===== src/rtl/branch_pkg.sv =====
// branch_pkg: shared definitions for the branch redirect controller.
//   - funct3 encodings of the conditional branches
//   - FSM state encoding (2-bit)
//   - redirect cause encoding
//   - flush counter width
package branch_pkg;

  localparam logic [2:0] F3_BEQ  = 3'b000;
  localparam logic [2:0] F3_BNE  = 3'b001;
  localparam logic [2:0] F3_BLT  = 3'b100;
  localparam logic [2:0] F3_BGE  = 3'b101;
  localparam logic [2:0] F3_BLTU = 3'b110;
  localparam logic [2:0] F3_BGEU = 3'b111;

  // Wide enough for the largest flush length (15 cycles).
  localparam int CNT_W = 4;

  typedef enum logic [1:0] {
    IDLE     = 2'd0,
    REDIRECT = 2'd1,
    FLUSH    = 2'd2
  } state_t;

  typedef enum logic [1:0] {
    NONE   = 2'd0,
    BRANCH = 2'd1,
    JUMP   = 2'd2,
    TRAP   = 2'd3
  } cause_t;

endpackage


===== src/rtl/branch_cond_eval.sv =====
// branch_cond_eval: combinational branch-taken decision.
// Ports:
//   f3     in  3  funct3 of the branch
//   z      in  1  ALU zero flag (rs1 == rs2)
//   res    in  1  ALU less-than result (signedness chosen by f3 upstream)
//   branch in  1  execute holds a conditional branch this cycle
//   taken  out 1  branch is valid and its condition holds
module branch_cond_eval
  import branch_pkg::*;
(
  input  logic [2:0] f3,
  input  logic       z,
  input  logic       res,
  input  logic       branch,
  output logic       taken
);

  logic cond;

  always_comb begin
    cond = 1'b0;
    case (f3)
      F3_BEQ:           cond = z;
      F3_BNE:           cond = ~z;
      F3_BLT, F3_BLTU:  cond = res;
      F3_BGE, F3_BGEU:  cond = ~res;
      default:          cond = 1'b0;  // 010/011 are not branches
    endcase
  end

  assign taken = branch & cond;

endmodule


===== src/rtl/branch_redirect_ctrl.sv =====
// branch_redirect_ctrl: turns execute-stage control-flow changes (taken
// branches, JAL/JALR, traps) into a redirect handed to fetch over a
// valid/ready handshake, then holds the front-end flush for FLUSH_CYCLES.
// Optional build macro: BRANCH_STATS_EN adds branch/taken/redirect counters.
// Ports:
//   i_clk, i_rst                 clock, async active-high reset
//   i_Branch, i_f3, i_Z, i_Res   conditional branch and ALU flags
//   i_Jump, i_is_jalr            JAL/JALR request
//   i_pc, i_imm, i_rs1           target operands
//   i_trap, i_trap_vector        trap request and handler address
//   i_fetch_ready                fetch accepts the redirect
//   o_pc_valid, o_pc_target      redirect handshake to fetch
//   o_flush, o_stall             front-end kill / execute freeze
//   o_misaligned                 1-cycle pulse on misaligned branch/jump target
//   o_busy                       FSM not idle
//   o_branch_cnt, o_taken_cnt, o_redirect_cnt  (BRANCH_STATS_EN only)
//
// state    | meaning
// IDLE     | waiting for a taken branch, jump or trap
// REDIRECT | target offered to fetch, pipeline stalled and flushed
// FLUSH    | target accepted, flush held for the remaining cycles
module branch_redirect_ctrl
  import branch_pkg::*;
#(
  parameter int XLEN         = 32,
  parameter int FLUSH_CYCLES = 2
) (
  input  logic            i_clk,
  input  logic            i_rst,
  input  logic            i_Branch,
  input  logic            i_Jump,
  input  logic            i_is_jalr,
  input  logic            i_Z,
  input  logic            i_Res,
  input  logic [2:0]      i_f3,
  input  logic [XLEN-1:0] i_pc,
  input  logic [XLEN-1:0] i_imm,
  input  logic [XLEN-1:0] i_rs1,
  input  logic            i_trap,
  input  logic [XLEN-1:0] i_trap_vector,
  input  logic            i_fetch_ready,
`ifdef BRANCH_STATS_EN
  output logic [31:0]     o_branch_cnt,
  output logic [31:0]     o_taken_cnt,
  output logic [31:0]     o_redirect_cnt,
`endif
  output logic            o_pc_valid,
  output logic [XLEN-1:0] o_pc_target,
  output logic            o_flush,
  output logic            o_stall,
  output logic            o_misaligned,
  output logic            o_busy
);

  state_t           state;
  logic [CNT_W-1:0] flush_cnt;
  logic             br_taken;
  cause_t           cause;
  logic [XLEN-1:0]  br_target;
  logic [XLEN-1:0]  jalr_sum;
  logic [XLEN-1:0]  req_target;
  logic             req_misaligned;

  branch_cond_eval u_cond (
    .f3     (i_f3),
    .z      (i_Z),
    .res    (i_Res),
    .branch (i_Branch),
    .taken  (br_taken)
  );

  assign br_target = i_pc + i_imm;
  assign jalr_sum  = i_rs1 + i_imm;

  // Priority: trap > jump > taken branch; losers are simply dropped.
  always_comb begin
    cause      = NONE;
    req_target = '0;
    if (i_trap) begin
      cause      = TRAP;
      req_target = i_trap_vector;
    end else if (i_Jump) begin
      cause      = JUMP;
      req_target = i_is_jalr ? {jalr_sum[XLEN-1:1], 1'b0} : br_target;
    end else if (br_taken) begin
      cause      = BRANCH;
      req_target = br_target;
    end
  end

  // Trap vectors are trusted; only branch/jump targets are alignment-checked.
  assign req_misaligned = ((cause == JUMP) || (cause == BRANCH)) && req_target[1];

  always_ff @(posedge i_clk or posedge i_rst) begin
    if (i_rst) begin
      state        <= IDLE;
      flush_cnt    <= '0;
      o_pc_target  <= '0;
      o_pc_valid   <= 1'b0;
      o_stall      <= 1'b0;
      o_flush      <= 1'b0;
      o_misaligned <= 1'b0;
      o_busy       <= 1'b0;
    end else begin
      o_misaligned <= 1'b0;
      case (state)
        IDLE: begin
          if (cause != NONE) begin
            if (req_misaligned) begin
              o_misaligned <= 1'b1;
            end else begin
              state       <= REDIRECT;
              o_pc_target <= req_target;
              o_pc_valid  <= 1'b1;
              o_stall     <= 1'b1;
              o_flush     <= 1'b1;
              o_busy      <= 1'b1;
            end
          end
        end
        REDIRECT: begin
          // A trap replaces the offered target; if fetch took the old one
          // this same cycle, the trap simply becomes the next redirect.
          if (i_trap) begin
            o_pc_target <= i_trap_vector;
          end else if (i_fetch_ready) begin
            o_pc_valid <= 1'b0;
            o_stall    <= 1'b0;
            if (FLUSH_CYCLES == 1) begin
              state   <= IDLE;
              o_flush <= 1'b0;
              o_busy  <= 1'b0;
            end else begin
              state     <= FLUSH;
              flush_cnt <= CNT_W'(FLUSH_CYCLES - 1);
            end
          end
        end
        FLUSH: begin
          if (i_trap) begin
            state       <= REDIRECT;
            o_pc_target <= i_trap_vector;
            o_pc_valid  <= 1'b1;
            o_stall     <= 1'b1;
          end else if (flush_cnt == '0) begin
            state   <= IDLE;
            o_flush <= 1'b0;
            o_busy  <= 1'b0;
          end else begin
            flush_cnt <= flush_cnt - 1'b1;
          end
        end
        default: begin
          state      <= IDLE;
          flush_cnt  <= '0;
          o_pc_valid <= 1'b0;
          o_stall    <= 1'b0;
          o_flush    <= 1'b0;
          o_busy     <= 1'b0;
        end
      endcase
    end
  end

`ifdef BRANCH_STATS_EN
  always_ff @(posedge i_clk or posedge i_rst) begin
    if (i_rst) begin
      o_branch_cnt   <= '0;
      o_taken_cnt    <= '0;
      o_redirect_cnt <= '0;
    end else begin
      if ((state == IDLE) && i_Branch)
        o_branch_cnt <= o_branch_cnt + 32'd1;
      if ((state == IDLE) && br_taken && !br_target[1])
        o_taken_cnt <= o_taken_cnt + 32'd1;
      if (o_pc_valid && i_fetch_ready)
        o_redirect_cnt <= o_redirect_cnt + 32'd1;
    end
  end
`endif

endmodule


===== config.mk =====
export PLATFORM = sky130hd
export DESIGN_NAME = branch_redirect_ctrl
export DESIGN_NICKNAME = d
export VERILOG_FILES = /design/src/rtl/branch_pkg.sv /design/src/rtl/branch_cond_eval.sv /design/src/rtl/branch_redirect_ctrl.sv
export SDC_FILE = /design/constraint.sdc
export NUM_CORES = 1
export LEC_CHECK = 0
export BUFFER_PORTS_ARGS = -buffer_cell sky130_fd_sc_hd__buf_2
export CAP_MARGIN = 0
export CORE_ASPECT_RATIO = 1.75
export CORE_MARGIN = 8
export CORE_UTILIZATION = 30
export CTS_BUF_LIST = sky130_fd_sc_hd__clkbuf_4 sky130_fd_sc_hd__clkbuf_8 sky130_fd_sc_hd__clkbuf_16
export DETAILED_ROUTE_END_ITERATION = 7
export SKIP_CTS_REPAIR_TIMING = 1
export SYNTH_ARGS = -nofsm -noshare
export SYNTH_HDL_FRONTEND = slang
export SYNTH_SLANG_ARGS = --single-unit

===== constraint.sdc =====
create_clock -name i_clk -period 2.5 [get_ports i_clk]
set_input_delay 0.25 -clock i_clk [delete_from_list [all_inputs] [get_ports i_clk]]
set_output_delay 0.25 -clock i_clk [all_outputs]
set_load 0.005 [all_outputs]

==> flow_summary.json, run 1 <==
{
  "vias_per_cell": 5.25,
  "row_count": 67,
  "die_area_um2": 24100,
  "hold_class": "in -> async",
  "grt_max_degree": 42,
  "outcome": "finished clean",
  "synth_edf_count": 0,
  "dr.first_iter.drc_count": 361,
  "gp_congestion": 0.911,
  "areaGrowthSynthToFinish_pct": 46.2,
  "start_util_pct": 30.3,
  "grt_util_all_layers_pct": 18.5,
  "layout_setup_ws_ps": 18.5,
  "ir_drop_mv": 0.537,
  "cts_root_buf": "clkbuf_16",
  "crit_fanout": 3,
  "p_total_mw": 5.46,
  "netlist.area_leader.share_pct": 17.8,
  "syn_nets": 980,
  "slew_viol_final": 0,
  "r2r_cells": 7,
  "hold_ws_ps": 74.6,
  "powerDensity_nw_per_um2": 647,
  "maxCapViolCount": 0,
  "vias": 7009,
  "r2r_setup_slack_ps": 360,
  "seqCellArea_um2": 1030,
  "synthCells": 770,
  "ys_warn_count": 0,
  "totalWireLength_um": 23200,
  "cts_tree": "built",
  "multiInputGateArea_um2": 4660,
  "grt_pass1_vias": 7227,
  "drt_first_pass_iters": 5,
  "nNetsFinal": 1299,
  "post_synth_num_cell_types": 76,
  "reg2reg_to": "o_pc_target[6]",
  "max_slew.worst_pin.slew_ps": 527,
  "relSlewSlack_pct": 64.9,
  "fillerInstances": 1984,
  "yosys.area.top_type": "dfrtp_1",
  "antenna_found_initial": 3,
  "die_w_um": 121,
  "grt_setup_unrepaired": "true",
  "drive_gt1_share_pct": 37.4,
  "preCtsSetupSlack_ps": -473,
  "cp_data_required_time_ps": 2660,
  "ys.flop_type": "dfrtp_1",
  "synth_area_um2": 5770,
  "cts_buffers": 5,
  "drc_errors": 0,
  "fmax_mhz": 403,
  "portBuffers": 176,
  "setup_tns_ps": 0,
  "end_kind": "flip-flop",
  "timing.final.hold_violations": 0,
  "power_leakage_nw": 4.05,
  "reg2reg_from": "state[0]",
  "grt_pass1_wl_um": 35600,
  "path_class": "in -> reg",
  "setup_viol": 0,
  "synth-async-reset-ratio_pct": 100,
  "ioPinCount": 177,
  "h-tree-depth": 2,
  "routedWlPerCell_um": 17.4,
  "path_clk_slew_ps": 60,
  "grt_overflow": 0,
  "clockBufferDepth": 2,
  "period_share_pct": 99.3,
  "coreArea_um2": 19000,
  "fin_worst_skew_ps": 3.52,
  "cts.sinks": 41,
  "post-dp-hpwl_um": 20100,
  "synth_seq_cells": 41,
  "min_period_ps": 2480,
  "synth_area_per_cell_um2": 7.49,
  "startpoint_type": "input pin",
  "yosysSeqAreaShare_pct": 17.8,
  "ant_nets": 0,
  "clock_latency_ps": 290,
  "post-route-util_pct": 44.3,
  "die_y_um": 199,
  "synth_area_leaders": "dfrtp_1, ha_1, a21oi_1",
  "arrival_ps": 2650
}
## layer usage
metal	global-route usage, %	share of wire (%)	vias up
li1	-	-	3507
met1	19.6	38	3207
met2	33.9	52	229
met3	2.23	4.9	66
met4	11.4	5.3	0
met5	0	0	-
## flip-flops by register name, summed over array words and instances (netlist names)
signal and count:
o_pc_target 32, o_busy 1, state 2, o_stall 1
flush_cnt 4, o_misaligned 1
## power by group
group	total (mW)	internal (mW)	switching, mW	leakage, nW
Sequential	1.19	1.00	0.188	0.504
Clock	0.627	0.366	0.262	0.0696
Combinational	3.64	1.63	2.01	3.47
Total	5.46	3.00	2.46	4.05
## layout by cell type (no fill, tap or decap), types with 3 or more instances in the layout
cell type	Yosys	layout
a2111oi_0	4	3
a211oi_1	12	10
a211oi_2	1	3
a21o_1	16	16
a21oi_1	67	61
a21oi_2	2	8
a221oi_1	13	7
a221oi_2	1	7
a31oi_1	11	10
and3_1	12	12
buf_2	7	175
buf_4	2	173
clkbuf_16	0	5
dfrtp_1	41	41
diode_2	0	3
ha_1	68	62
ha_4	0	4
inv_1	31	31
mux2i_1	4	4
nand2_1	87	87
nand2b_1	9	9
nand3_1	23	22
nand3b_1	4	4
nand4_1	11	11
nor2_1	56	55
nor2b_1	5	5
nor3_1	9	9
o211ai_1	5	5
o21a_1	5	5
o21ai_0	64	64
o21ai_1	29	26
o21ai_2	1	4
o21bai_1	10	10
o221ai_1	10	10
o22ai_1	5	4
o31ai_1	7	6
or3_1	5	5
xnor2_1	37	37
xor2_1	19	18
## Yosys cell counts, drive strengths merged, types with 4 or more instances
| cell type | number |
|---|---|
| o21ai | 94 |
| a211oi | 13 |
| dfrtp | 41 |
| nand2b | 9 |
| clkbuf | 23 |
| a31oi | 12 |
| xor2 | 19 |
| nand4 | 11 |
| xnor2 | 37 |
| o221ai | 10 |
| buf | 13 |
| a311oi | 4 |
| o31ai | 9 |
| a21o | 16 |
| or3 | 5 |
| o21bai | 10 |
| nor2 | 56 |
| mux2i | 4 |
| o211ai | 5 |
| nor2b | 5 |
| nand3b | 4 |
| a21oi | 69 |
| ha | 68 |
| o21a | 5 |
| or2 | 4 |
| a2111oi | 4 |
| nor3 | 9 |
| nand2 | 87 |
| inv | 32 |
| and3 | 13 |
| a221oi | 14 |
| nand3 | 23 |
| o22ai | 5 |
## worst max-delay path by stage
stage          slack, ps               to    start  depth (start not counted)
6_report              20  o_pc_target[20]  i_pc[0]                         12
5_1_grt             -100  o_pc_target[20]  i_pc[0]                         12
4_1_cts             -170  o_pc_target[20]  i_pc[0]                         12
3_5_place_dp        -470  o_pc_target[20]  i_pc[0]                         12
3_3_place_gp        -370  o_pc_target[20]  i_pc[0]                         12
2_1_floorplan         40  o_pc_target[20]  i_pc[0]                         11
## metrics by stage
| step | std cells | cell area [µm²] |
|---|---|---|
| 3_3_place_gp | 1322 | 8090 |
| 6_report | 1334 | 8440 |
| 3_5_place_dp | 1322 | 8090 |
| 2_1_floorplan | 770 | 5770 |
| 4_1_cts | 1330 | 8230 |
| 5_1_grt | 1334 | 8440 |
## logic make-up (layout without fill, tap and decap cells)
| logic type | Yosys count | in the layout | synth area share (%) |
|---|---|---|---|
| AO/OA/AOI/OAI | 298 | 298 | 34.1 |
| AND/OR/NAND/NOR | 232 | 232 | 18.6 |
| adder cells (fa/ha/maj) | 70 | 70 | 15.4 |
| buffers and inverters | 68 | 388 | 4.70 |
| XOR/XNOR | 56 | 56 | 8.50 |
| flip-flops | 41 | 41 | 17.8 |
| multiplexers | 5 | 5 | 0.889 |
| other | 0 | 3 | 0 |
## final cells by class
class	count	share of cell area, %
clock inverters	3	0.208
clock buffers	5	1.48
diodes	3	0.0890
flip-flops and latches	41	12.2
well taps	241	3.57
repair buffers	348	25.8
multi-input cells	661	55.3
inverters	32	1.42
## worst max-delay path: stages
cell	delay, ps
buf_2	100
ha_1	210
fa_2	390
a21oi_2	170
o22ai_1	130
o22ai_2	170
o21ai_2	140
a221oi_2	310
o21ba_1	180
xor2_2	170
o22ai_1	100
a221o_1	330
Note: power is estimated with default switching activity, not from simulation.
==> run 2: changes to the inputs <==
--- a/config.mk
+++ b/config.mk
@@ -5,13 +5,13 @@
 export SDC_FILE = /design/constraint.sdc
 export NUM_CORES = 1
 export LEC_CHECK = 0
-export BUFFER_PORTS_ARGS = -buffer_cell sky130_fd_sc_hd__buf_2
 export CAP_MARGIN = 0
 export CORE_ASPECT_RATIO = 1.75
 export CORE_MARGIN = 8
 export CORE_UTILIZATION = 30
 export CTS_BUF_LIST = sky130_fd_sc_hd__clkbuf_4 sky130_fd_sc_hd__clkbuf_8 sky130_fd_sc_hd__clkbuf_16
 export DETAILED_ROUTE_END_ITERATION = 7
+export DONT_BUFFER_PORTS = 1
 export SKIP_CTS_REPAIR_TIMING = 1
 export SYNTH_ARGS = -nofsm -noshare
 export SYNTH_HDL_FRONTEND = slang
==> run 2 against run 1 <==
Compared with the run above: the flow now finishes with violations (hold timing); routed wire length fell by 3.0%; via count fell by 11%; sequential power grew 8%; combinational power shrank 13%; critical path depth increased by 1; maximum frequency grew 4.9%; flip-flop and latch count unchanged; first-iteration DRC count decreased by 7.2%.
==> flow_summary.json, run 2 (synthesis gave the netlist of run 1 again) <==
{
  "portBuffers": 0,
  "fin_worst_skew_ps": 2.80,
  "cp_data_required_time_ps": 2680,
  "areaGrowthSynthToFinish_pct": 24.3,
  "fin_area_um2": 7180,
  "r2r_setup_slack_ps": 390,
  "max_slew.worst_pin.slew_ps": 981,
  "powerDensity_nw_per_um2": 716,
  "cts_tree": "built",
  "setup_tns_ps": 0,
  "relSlewSlack_pct": 34.2,
  "final_cell_mix": "buf_4, nand2_1, ha_1",
  "grt_setup_unrepaired": "false",
  "hold_ws_ps": -52.5,
  "min_period_ps": 2370,
  "reg.largest.list": "o_pc_target (32), flush_cnt (4), state (2)",
  "dpl.cell_count": 1111,
  "critPathCapture": "o_pc_target[23]",
  "arrival_ps": 2550,
  "hold_class": "in -> async",
  "slew_viol_final": 0,
  "cts_buffers": 5,
  "antenna_found_initial": 3,
  "r2r_cells": 8,
  "coreArea_um2": 19000,
  "vias_per_cell": 5.59,
  "vias": 6272,
  "reg2reg_to": "o_pc_target[20]",
  "outcome": "finished with violations",
  "drc_errors": 0,
  "grt_pass1_vias": 6392,
  "wl_met2_um": 11800,
  "grt_max_degree": 37,
  "path_clk_slew_ps": 70,
  "startpoint_type": "input pin",
  "top_layer_used": "met4",
  "path_class": "in -> reg",
  "grt_util_all_layers_pct": 18.3,
  "totalWireLength_um": 22500,
  "reg2reg_from": "state[0]",
  "place_area_um2": 6960,
  "drive_gt1_share_pct": 20.2,
  "nNetsFinal": 1087,
  "wl_met1_um": 8270,
  "cts_root_buf": "clkbuf_16",
  "die_y_um": 199,
  "drt_first_pass_iters": 5,
  "layout.cells.non_filler": 1122,
  "maxCapViolCount": 0,
  "startpoint": "i_pc[4]",
  "ir_drop_mv": 0.500,
  "timing.final.hold_violations": 26,
  "dr.first_iter.drc_count": 335,
  "period_share_pct": 94.7,
  "wl_met3_um": 1370,
  "routedWlPerCell_um": 20.1,
  "grt_overflow": 0,
  "grt_pass1_wl_um": 34700,
  "clockBufferDepth": 2,
  "start_util_pct": 30.3,
  "die_w_um": 121,
  "regMostFlops": "o_pc_target",
  "largest_reg_flops": 32,
  "crit_fanout": 3,
  "row_count": 67,
  "gp_congestion": 0.969,
  "setup_viol": 0,
  "fmax_mhz": 423,
  "die_area_um2": 24100,
  "cts.sinks": 41,
  "ioPinCount": 177,
  "end_kind": "flip-flop",
  "h-tree-depth": 2,
  "post-dp-hpwl_um": 19500,
  "power_leakage_nw": 3.14,
  "clock_latency_ps": 290,
  "violations": "hold timing",
  "layout_commonest_cell": "buf_4",
  "ant_nets": 0
}
run 2: per-layer routing:
metal,vias to the layer above,GRT usage (%)
li1,3090,-
met1,2930,19.0
met2,199,33.6
met3,53,3.51
met4,0,9.86
met5,-,0
run 2: worst min-delay path by stage:
stage                     slack, ps  depth (start not counted)        startpoint              to
after global routing              7                          1             i_rst  o_pc_target[3]
after global placement          280                          1             i_rst  o_pc_target[3]
after CTS                       -30                          1             i_rst  o_pc_target[3]
final                           -50                          1             i_rst  o_pc_target[3]
after floorplan                 400                          2  i_trap_vector[0]  o_pc_target[0]
after detailed placement        290                          1             i_rst  o_pc_target[3]
run 2: area by class of cell:
class	count	area, µm²
Antenna cell	3	7.51
Clock buffer	5	125
Clock inverter	3	25.0
Fill cell	1963	11900
Inverter	32	120
Multi-Input combinational cell	661	4540
Sequential cell	41	1030
Tap cell	241	302
Timing Repair Buffer	136	1030
run 2: where the power goes:
| group | internal, mW | leakage [nW] | switching (mW) |
|---|---|---|---|
| Clock | 0.377 | 0.0708 | 0.295 |
| Combinational | 1.40 | 2.57 | 1.77 |
| Sequential | 1.00 | 0.504 | 0.287 |
run 2: critical path: stages:
cell	delay, ps
ha_1	310
a21oi_1	200
nand2_1	160
o21ai_0	200
buf_4	140
nand3_1	110
a21oi_1	160
buf_4	140
o21ai_0	100
xnor2_1	150
a221oi_1	390
buf_4	180
o21ai_1	60
run 2: through the flow:
stage | hold slack [ps] | utilization, % | worst slack, ps | power, mW
floorplan | 398 | - | 35.1 | 3.27
global placement | 282 | 36.6 | -248 | 4.44
detailed placement | 289 | 36.6 | -305 | 4.47
CTS | -30.9 | 37.4 | -0.264 | 5.16
global route | 7.20 | 37.7 | 3.42 | 5.61
finish | -52.5 | 37.7 | 133 | 5.14
==> run 3: changes to the inputs <==
--- a/config.mk
+++ b/config.mk
@@ -15,4 +15,5 @@
 export SKIP_CTS_REPAIR_TIMING = 1
 export SYNTH_ARGS = -nofsm -noshare
 export SYNTH_HDL_FRONTEND = slang
+export SYNTH_HIERARCHICAL = 1
 export SYNTH_SLANG_ARGS = --single-unit
==> run 3 against run 2 <==
Compared with the run above: the flow now finishes without violations; die area grew 5.3%; maximum frequency decreased by 2.0%; synthesized cell count rose by 4.4%.
==> flow_summary.json, run 3 <==
{
  "outcome": "finished clean",
  "slew_viol_final": 0,
  "ys_warn_count": 6,
  "end_kind": "flip-flop",
  "setup_tns_ps": 0,
  "period_share_pct": 96.6,
  "nNetsFinal": 1105,
  "die_area_um2": 25400,
  "h-tree-depth": 2,
  "routedWlPerCell_um": 21.0,
  "path_clk_slew_ps": 60,
  "hold_class": "in -> reg",
  "powerDensity_nw_per_um2": 720,
  "dr.first_iter.drc_count": 313,
  "fmax_mhz": 414,
  "power_leakage_nw": 3.17,
  "antenna_found_initial": 4,
  "arrival_ps": 2570,
  "synth_seq_cells": 41,
  "synth-async-reset-ratio_pct": 100,
  "max_slew.worst_pin.slew_ps": 665,
  "clockBufferDepth": 2,
  "areaGrowthSynthToFinish_pct": 20.8,
  "startpoint_type": "input pin",
  "regMostFlops": "o_pc_target",
  "synth_area_um2": 6110,
  "cts_buffers": 5,
  "maxCapViolCount": 0,
  "clock_latency_ps": 290,
  "synth_edf_count": 0,
  "ant_nets": 0,
  "synth_area_per_cell_um2": 7.60,
  "drc_errors": 0,
  "die_w_um": 124,
  "ir_drop_mv": 0.617,
  "cts.sinks": 41,
  "gp_congestion": 0.911,
  "grt_pass1_wl_um": 36300,
  "yosys.area.top_type": "dfrtp_1",
  "reg2reg_from": "state[0]",
  "grt_setup_unrepaired": "true",
  "grt_pass1_vias": 6650,
  "min_period_ps": 2420,
  "final_cell_mix": "buf_4, a21oi_1, o21ai_0",
  "layout_commonest_cell": "buf_4",
  "cts_tree": "built",
  "yosysMostFrequentCell": "a21oi_1",
  "start_util_pct": 30.4,
  "ys.flop_type": "dfrtp_1",
  "post_synth_num_cell_types": 80,
  "drive_gt1_share_pct": 20.1,
  "cp_data_required_time_ps": 2660,
  "ioPinCount": 177,
  "die_y_um": 205,
  "timing.final.hold_violations": 0,
  "vias": 6574,
  "synthCells": 804,
  "syn_nets": 1014,
  "fin_area_um2": 7390,
  "post-dp-hpwl_um": 20800,
  "p_total_mw": 5.32,
  "relSlewSlack_pct": 54.5,
  "place_area_um2": 7180,
  "coreArea_um2": 20100,
  "row_count": 69,
  "drt_first_pass_iters": 5,
  "totalWireLength_um": 24100,
  "synth_area_leaders": "dfrtp_1, ha_1, a21oi_1",
  "cts_root_buf": "clkbuf_16",
  "synth_common_cells": "a21oi_1, o21ai_0, ha_1, nand2_1, nor2_1",
  "fin_worst_skew_ps": 6.79,
  "startpoint": "i_pc[0]",
  "largest_reg_flops": 32,
  "portBuffers": 0,
  "path_class": "in -> reg",
  "reg.largest.list": "o_pc_target (32), flush_cnt (4), state (2)",
  "grt_max_degree": 28,
  "crit_fanout": 4,
  "netlist.area_leader.share_pct": 16.8,
  "yosysSeqAreaShare_pct": 16.8,
  "grt_overflow": 0,
  "hp-start": "i_trap_vector[0]",
  "grt_util_all_layers_pct": 18.5,
  "setup_viol": 0,
  "vias_per_cell": 5.73
}
run 3: changes by cell type in the layout (fill, tap and decap cells not counted), sizes merged, moves of 6 or more:
| cell | change |
|---|---|
| o21a | +8 |
| nand2 | -19 |
| a21oi | +17 |
| buf | -9 |
| nor4 | +6 |
| xnor2 | -7 |
| nor3 | +17 |
| o21ai | -9 |
run 3: routing by layer:
metal / track usage [%] / share of wire (%) / vias up
met5: 0 / 0 / -
met4: 9.61 / 4.8 / 0
met3: 4.03 / 7.2 / 58
met2: 34.2 / 52 / 208
met1: 18.7 / 36 / 3094
li1: - / - / 3214
run 3: cell families after synthesis:
kind of cell	share of synthesized area [%]
mux	1.56
xor+xnor	6.45
flops	16.8
fa+ha+maj	14.6
compound gates	34.9
simple gates	20.4
buf+inv	5.34
run 3: cell type report:
cell class / instances / area [µm²]
inverter: 29 / 109
tap: 248 / 310
multi-input combinational: 690 / 4790
clock buffer: 7 / 146
clock inverter: 1 / 30.0
antenna: 3 / 7.51
fill: 2123 / 12700
timing repair buffer: 128 / 963
sequential: 41 / 1030
run 3: worst paths after layout:
| path | to | slack [ps] | cells past startpoint |
|---|---|---|---|
| min in group asynchronous | o_busy | 390 | 2 |
| max reg2reg | o_pc_target[7] | 210 | 8 |
| min reg2reg | o_pc_target[13] | 510 | 2 |
| max in group asynchronous | o_pc_target[11] | 1380 | 3 |
| min | o_pc_target[0] | 110 | 2 |
| max | o_pc_target[26] | 80 | 12 |
run 3: per-stage QoR:
step	hold slack (ps)	setup slack, ps	cells	util, %
final	108	85.0	1147	36.7
after CTS	-167	31.1	1143	36.6
after floorplan	398	-33.0	804	-
after global routing	126	-21.1	1147	36.7
after global placement	144	-205	1135	35.7
after detailed placement	147	-280	1135	35.7
run 3: critical path, stage by stage:
cell	delay, ps
ha_1	210
fa_1	410
a21oi_2	180
o21ai_2	120
buf_4	170
a211oi_2	240
o21ai_2	150
a211oi_2	200
buf_4	150
nor3_1	40
o21ai_0	320
a211oi_1	120
run 3: power breakdown:
group / internal [mW] / switching [mW]
Combinational: 1.37 / 1.85
Clock: 0.510 / 0.272
Sequential: 1.01 / 0.314
Total: 2.89 / 2.43
